<file path="src/rtl/rr_arb4way16.sv">
// rr_arb4way16 - four-channel, 16-bit round-robin arbiter with a one-entry
// registered output stage, feeding a Mux4Way16-style selector.
//
// Ports:
//   clk          rising-edge clock
//   rst_n        asynchronous active-low reset
//   a, b, c, d   channel data words (channel index 0..3)
//   in_valid     per-channel request
//   in_ready     per-channel take strobe (combinational, one-hot or zero)
//   out          registered granted word
//   out_valid    out holds an undelivered word
//   out_ready    consumer accepts out this edge
//   sel          registered index of the channel that produced out
//   grant_count  accepted-word counter (zero unless enabled)
//
// Build option: define RR_ARB4WAY16_CNT_EN to enable the wrapping 16-bit
// grant counter; otherwise grant_count is tied to zero.

module rr_arb4way16 (
  input  logic        clk,
  input  logic        rst_n,
  input  logic [15:0] a,
  input  logic [15:0] b,
  input  logic [15:0] c,
  input  logic [15:0] d,
  input  logic [3:0]  in_valid,
  output logic [3:0]  in_ready,
  output logic [15:0] out,
  output logic        out_valid,
  input  logic        out_ready,
  output logic [1:0]  sel,
  output logic [15:0] grant_count
);

  logic [1:0]  last;
  logic [1:0]  win;
  logic [1:0]  idx;
  logic        found;
  logic        load;
  logic        take;
  logic [15:0] win_data;

  // Search starts one past the last grant and wraps; 2-bit arithmetic
  // provides the modulo-4 wrap for free.
  always_comb begin
    win   = last;
    found = 1'b0;
    idx   = 2'b00;
    for (int k = 1; k <= 4; k++) begin
      idx = last + 2'(k);
      if (!found && in_valid[idx]) begin
        win   = idx;
        found = 1'b1;
      end
    end
  end

  assign load = !out_valid || out_ready;
  // rst_n gates the strobe so nothing looks accepted while reset is held.
  assign take = rst_n && load && found;
  assign in_ready = take ? (4'b0001 << win) : 4'b0000;

  always_comb begin
    case (win)
      2'd0:    win_data = a;
      2'd1:    win_data = b;
      2'd2:    win_data = c;
      default: win_data = d;
    endcase
  end

  always_ff @(posedge clk or negedge rst_n) begin
    if (!rst_n) begin
      out       <= 16'h0000;
      sel       <= 2'b00;
      out_valid <= 1'b0;
      last      <= 2'b11;
    end else if (take) begin
      out       <= win_data;
      sel       <= win;
      out_valid <= 1'b1;
      last      <= win;
    end else if (out_ready) begin
      out_valid <= 1'b0;
    end
  end

`ifdef RR_ARB4WAY16_CNT_EN
  always_ff @(posedge clk or negedge rst_n) begin
    if (!rst_n) begin
      grant_count <= 16'h0000;
    end else if (take) begin
      grant_count <= grant_count + 16'h0001;
    end
  end
`else
  assign grant_count = 16'h0000;
`endif

endmodule

</file>
<file path="config.mk">
export PLATFORM = sky130hd
export DESIGN_NAME = rr_arb4way16
export DESIGN_NICKNAME = d
export VERILOG_FILES = /design/src/rtl/rr_arb4way16.sv
export SDC_FILE = /design/constraint.sdc
export NUM_CORES = 1
export LEC_CHECK = 0
export ABC_AREA = 1
export CORE_MARGIN = 5
export CORE_UTILIZATION = 39
export DETAILED_ROUTE_END_ITERATION = 8
export GPL_TIMING_DRIVEN = 0
export MAX_ROUTING_LAYER = met4
export PLACE_DENSITY = 0.81
export RECOVER_POWER = 25
export SETUP_SLACK_MARGIN = 0.3
export SLEW_MARGIN = 20
export SYNTH_ARGS = -nofsm -noshare
export SYNTH_HDL_FRONTEND = slang
export SYNTH_SLANG_ARGS = --single-unit
</file>
<file path="constraint.sdc">
create_clock -name clk -period 2.9 [get_ports clk]
set_input_delay 0.58 -clock clk [delete_from_list [all_inputs] [get_ports clk]]
set_output_delay 0.58 -clock clk [all_outputs]
set_load 0.02 [all_outputs]
</file>
; Word level (Yosys, flattened, before mapping)
; Index checks and enable logic that the tools add are counted.
[word_totals]
regBits = 21
input_bits = 71
output_inout_bits = 39
word_cells = 46
[classes]
n_addsub = 3
order_cmp = 4
eq_ne = 2
n_shift = 1
mux = 20
n_reduce_logical = 12
[op_table]
columns = operator, count
row1 = $pmux 16 s3, 1
row2 = $lt 2x3->1 const B, 4
row3 = $mux 1, 10
row4 = $bmux 1 s2, 4
row5 = $mux 2, 4
row6 = $logic_and 1x1->1, 5
row7 = $add 2x2->2 const B, 2
row8 = $logic_not 1->1, 4
row9 = $mux 4, 1
row10 = $shl 1x2->4 const A, 1
row11 = $add 2x1->2 const B, 1
row12 = $eq 2x1->1 const B, 1
row13 = $eq 2x2->1 const B, 1
row14 = $logic_not 2->1, 1
row15 = $reduce_bool 2->1, 1
row16 = $logic_or 1x1->1, 1

; Longest topological paths before layout
[logic_depth]
depth_word = 15
ltp_mapped = 17
ltp_nobuf = 15

; Worst setup path after synthesis
; No wires, ideal clock.
[synth_timing]
kind = register -> output
from = reg last[0]
to = out in_ready[0]
arrival_time_ps = 2062
required_ps = 2320
slack_ps = 258
stages_incl_launch_ff = 12
path_cell_list = dfstp_2 > buf_6 > inv_4 > nand2_2 > nand2_2 > nand2_2 > nand2_2 > or2_1 > nand3_2 > nand2_4 > buf_6 > nor3_1
[synth_between]
elab_chain_cells = 15
[synth_lines]
columns = item, line
row1 = "start, declared", 35  ; logic [1:0] last;
row2 = "start signal, assigned", 82  ; last <= win;
row3 = $add 2x1->2, 50  ; idx = last + 2'(k);
row4 = $bmux 1 s2, 51  ; if (!found && in_valid[idx]) begin
row5 = $mux 1 (implied by the code), 51
row6 = $mux 1, 51
row7 = $logic_not 1->1, 51
row8 = $logic_and 1x1->1, 51
row9 = $mux 1, 51
row10 = $logic_not 1->1, 51
row11 = $logic_and 1x1->1, 51
row12 = $mux 1, 51
row13 = $logic_not 1->1, 51
row14 = $logic_and 1x1->1, 51
row15 = $mux 2 / $mux 1 (equally long branches), 51
row16 = $shl 1x2->4 / $logic_and 1x1->1 (equally long branches), "61, 60"
row17 = $mux 4 *, 61  ; assign in_ready = take ? (4'b0001 << win) : 4'b0000;
row18 = "end, declared", 27  ; output logic [3:0] in_ready,
; Mark *: on every way between the ends. The rest lies on a longest branch, timed or not. The select of a mux whose other input is x is not followed.

; Final worst setup path
[layout_timing]
from = reg last[0]
to = out in_ready[2]
; Same word-level chain as after synthesis.

==> flow_summary.yaml <==
logic_synthesis:
  netlist.area_leader.share: 0.250
  synth-seq-cells: 21
  synth_edf_count: 0
  synth_area_leaders: "dfrtp_1 (25%), nand2_1 (21%), nand3_1 (7.4%), buf_4 (6.7%), nand3b_1 (6.3%)"
  ys_types: 27
  synth_async_sr_flop_share: 1.00
  synth_warnings: 0
  netlist_instances: 290
  synth_flop_cell: "dfrtp_1"
  synth_top_area_cell: "dfrtp_1"
  syn_area_per_cell_sq_um: 6.55
  synth_seq_area_share: 0.278
  synth_area_sq_um: 1900
  synth_most_common_cell: "nand2_1"
  synth_common_cells: "nand2_1 (108), nand3_1 (28), inv_1 (22)"
global_routing:
  first_global_vias: 2385
  grt.busiest_layer: "met2"
  overflow: 0
  antenna_found_initial: 0
  use_met3: 0.0226
  grt_max_degree: 23
  grt_pass1_wl_mm: 11.2
  use_met1: 0.276
  use_met2: 0.396
  grt_usage: 0.229
sta:
  fin_skew_ns: 0.00428
  tightestPinTransition_ns: 0.614
  setup_viol: 0
  maxSlewHeadroom: 0.591
  fmax_mhz: 354
  hold_viol: 0
  fin_tns_setup_ns: 0
  rsz0062_at_grt: "yes"
  slew_violations: 0
  fin_crit_sh: 0.973
  final.min_clock_period_ns: 2.82
clocking:
  cts_made_buffers: 3
  cts_tree: "yes"
  clkLatencyLatePin_ns: 0.27
  cts.sinks: 21
  cts_buffer_depth: 2
  clkSlewWorstSetupHoldPaths_ns: 0.09
  cts-root-buf: "clkbuf_8"
  cts.htree.levels: 1
critical_path:
  ff2ff_path_depth: 15
  crit_required_ns: 2.32
  timing.rr.start: "last[0]$_DFFE_PN1P_"
  worstPathArrival_ns: 2.24
  crit_type: "flip-flop to output pin"
  reg2reg_to: "out[1]$_DFFE_PN0P_"
  worstSetupEndpointType: "output pin"
  r2r_setup_slack_ns: 0.60
  crit_fanout: 9
  timing.critical_path.from_type: "flip-flop"
floorplanning:
  die_h_um: 79.8
  die_w_um: 79.8
  coreArea_sq_um: 4720
  initial_utilization: 0.402
  die-area_sq_um: 6360
  floorplan.rows: 25
  num_io_pins: 110
final_layout:
  finalNetCount: 493
  antennaDiodeCount: 0
  drive_above_1_share: 0.240
  post-route-util: 0.706
  syn_to_final_growth_pct: 75.6
  fin_area_sq_um: 3330
placement:
  place_congestion: 0.911
  dpl.hpwl_mm: 4.97
  port_buffers: 93
  dpl_cell_area_sq_um: 2970
power:
  ir_drop_v: 0.000886
  leakage_nw: 1.68
  power_density_nw_per_um2: 1390
detailed_routing:
  routedWlPerCell_um: 14.6
  vias: 2378
  drc: 0
  firstDrtPassIters: 5
  initialDrtViolationCount: 201
  routed_via_density: 4.87
  wl_mm: 7.12
  antenna_left: 0
flow_run:
  maxCapViolCount: 0
hold_path:
  hp-class: "input port to async pin"
outcome:
  outcome: "finished, final reports clean"
[registers in the layout, indices dropped and copies added, names as in the netlist]
register   flops
last           2
sel            2
out           16
out_valid      1
[worst max path at each step]
stage / startpoint / end / slack, ns / cells after the start
3_5_place_dp: rst_n / in_ready[3] / -1.0 / 9
5_1_grt: last[0]$_DFFE_PN1P_ / in_ready[2] / -0.05 / 16
6_report: last[0]$_DFFE_PN1P_ / in_ready[2] / 0.08 / 16
3_3_place_gp: rst_n / in_ready[3] / -0.94 / 9
2_1_floorplan: last[0]$_DFFE_PN1P_ / in_ready[3] / 0.34 / 12
4_1_cts: last[0]$_DFFE_PN1P_ / in_ready[3] / 0.13 / 16
[metal layers]
metal | vias to the layer above | part of all wire
met5 | - | 0
met1 | 1081 | 0.39
met2 | 98 | 0.52
li1 | 1181 | -
met4 | 0 | 0.026
met3 | 18 | 0.057
[timing repair]
action	CTS	global route
setup buffers	19	0
resized for setup	62	15
endpoints found under the setup margin	14	4
hold buffers	0	0
pin swaps	12	3
cloned	0	0
[where the power goes]
| group | switching [mW] | leakage [nW] | internal (mW) |
|---|---|---|---|
| Sequential | 0.0858 | 0.256 | 0.451 |
| Clock | 0.111 | 0.0217 | 0.0972 |
| Combinational | 2.25 | 1.40 | 1.65 |
[cells by family (layout without fill, tap and decap cells)]
logic type,after synthesis,count (layout),share of synthesized area
compound gates,23,23,0.0692
buf+inv,58,174,0.179
flops,21,21,0.278
other cells,1,16,0.00198
simple gates,187,187,0.472
[layout make-up]
cell class,instances,area [sq um]
fill,372,1390
multi-input combinational,226,1230
timing repair buffer,112,1070
sequential,21,528
buffer,33,277
inverter,25,101
tap,67,83.8
clock buffer,3,41.3
clock inverter,1,7.51
[critical path, cell delays in order (launching register included)]
cell	delay [ns]
dfstp_2	0.55
buf_8	0.14
inv_8	0.06
nand2_2	0.08
nand2_2	0.07
nand2_2	0.06
nand2_2	0.07
nor2_4	0.16
nand4_1	0.11
nand2_1	0.11
inv_1	0.07
nand2_2	0.08
inv_2	0.05
buf_6	0.12
nand2_2	0.07
nor2_1	0.04
buf_4	0.15
[per-stage QoR]
stage | hold slack [ns] | instances | setup slack, ns | total power, mW
floorplan | 0.284 | 305 | 0.342 | 2.84
global placement | 0.462 | 465 | -0.940 | 3.70
detailed placement | 0.464 | 465 | -0.996 | 3.78
CTS | 0.422 | 488 | 0.126 | 4.50
global route | 0.452 | 488 | -0.0503 | 5.05
finish | 0.408 | 488 | 0.0770 | 4.64
[layout by cell type, fill, tap and decap left out, drive strengths merged, types with 15 or more instances in the layout]
master         instances
buf                   54
nand2                118
nand3b                16
o21ai                 15
conb                  16
nand3                 30
inv                   25
nand4                 17
dfrtp                 19
clkdlybuf4s50         84
(Power assumes the default switching activity.)
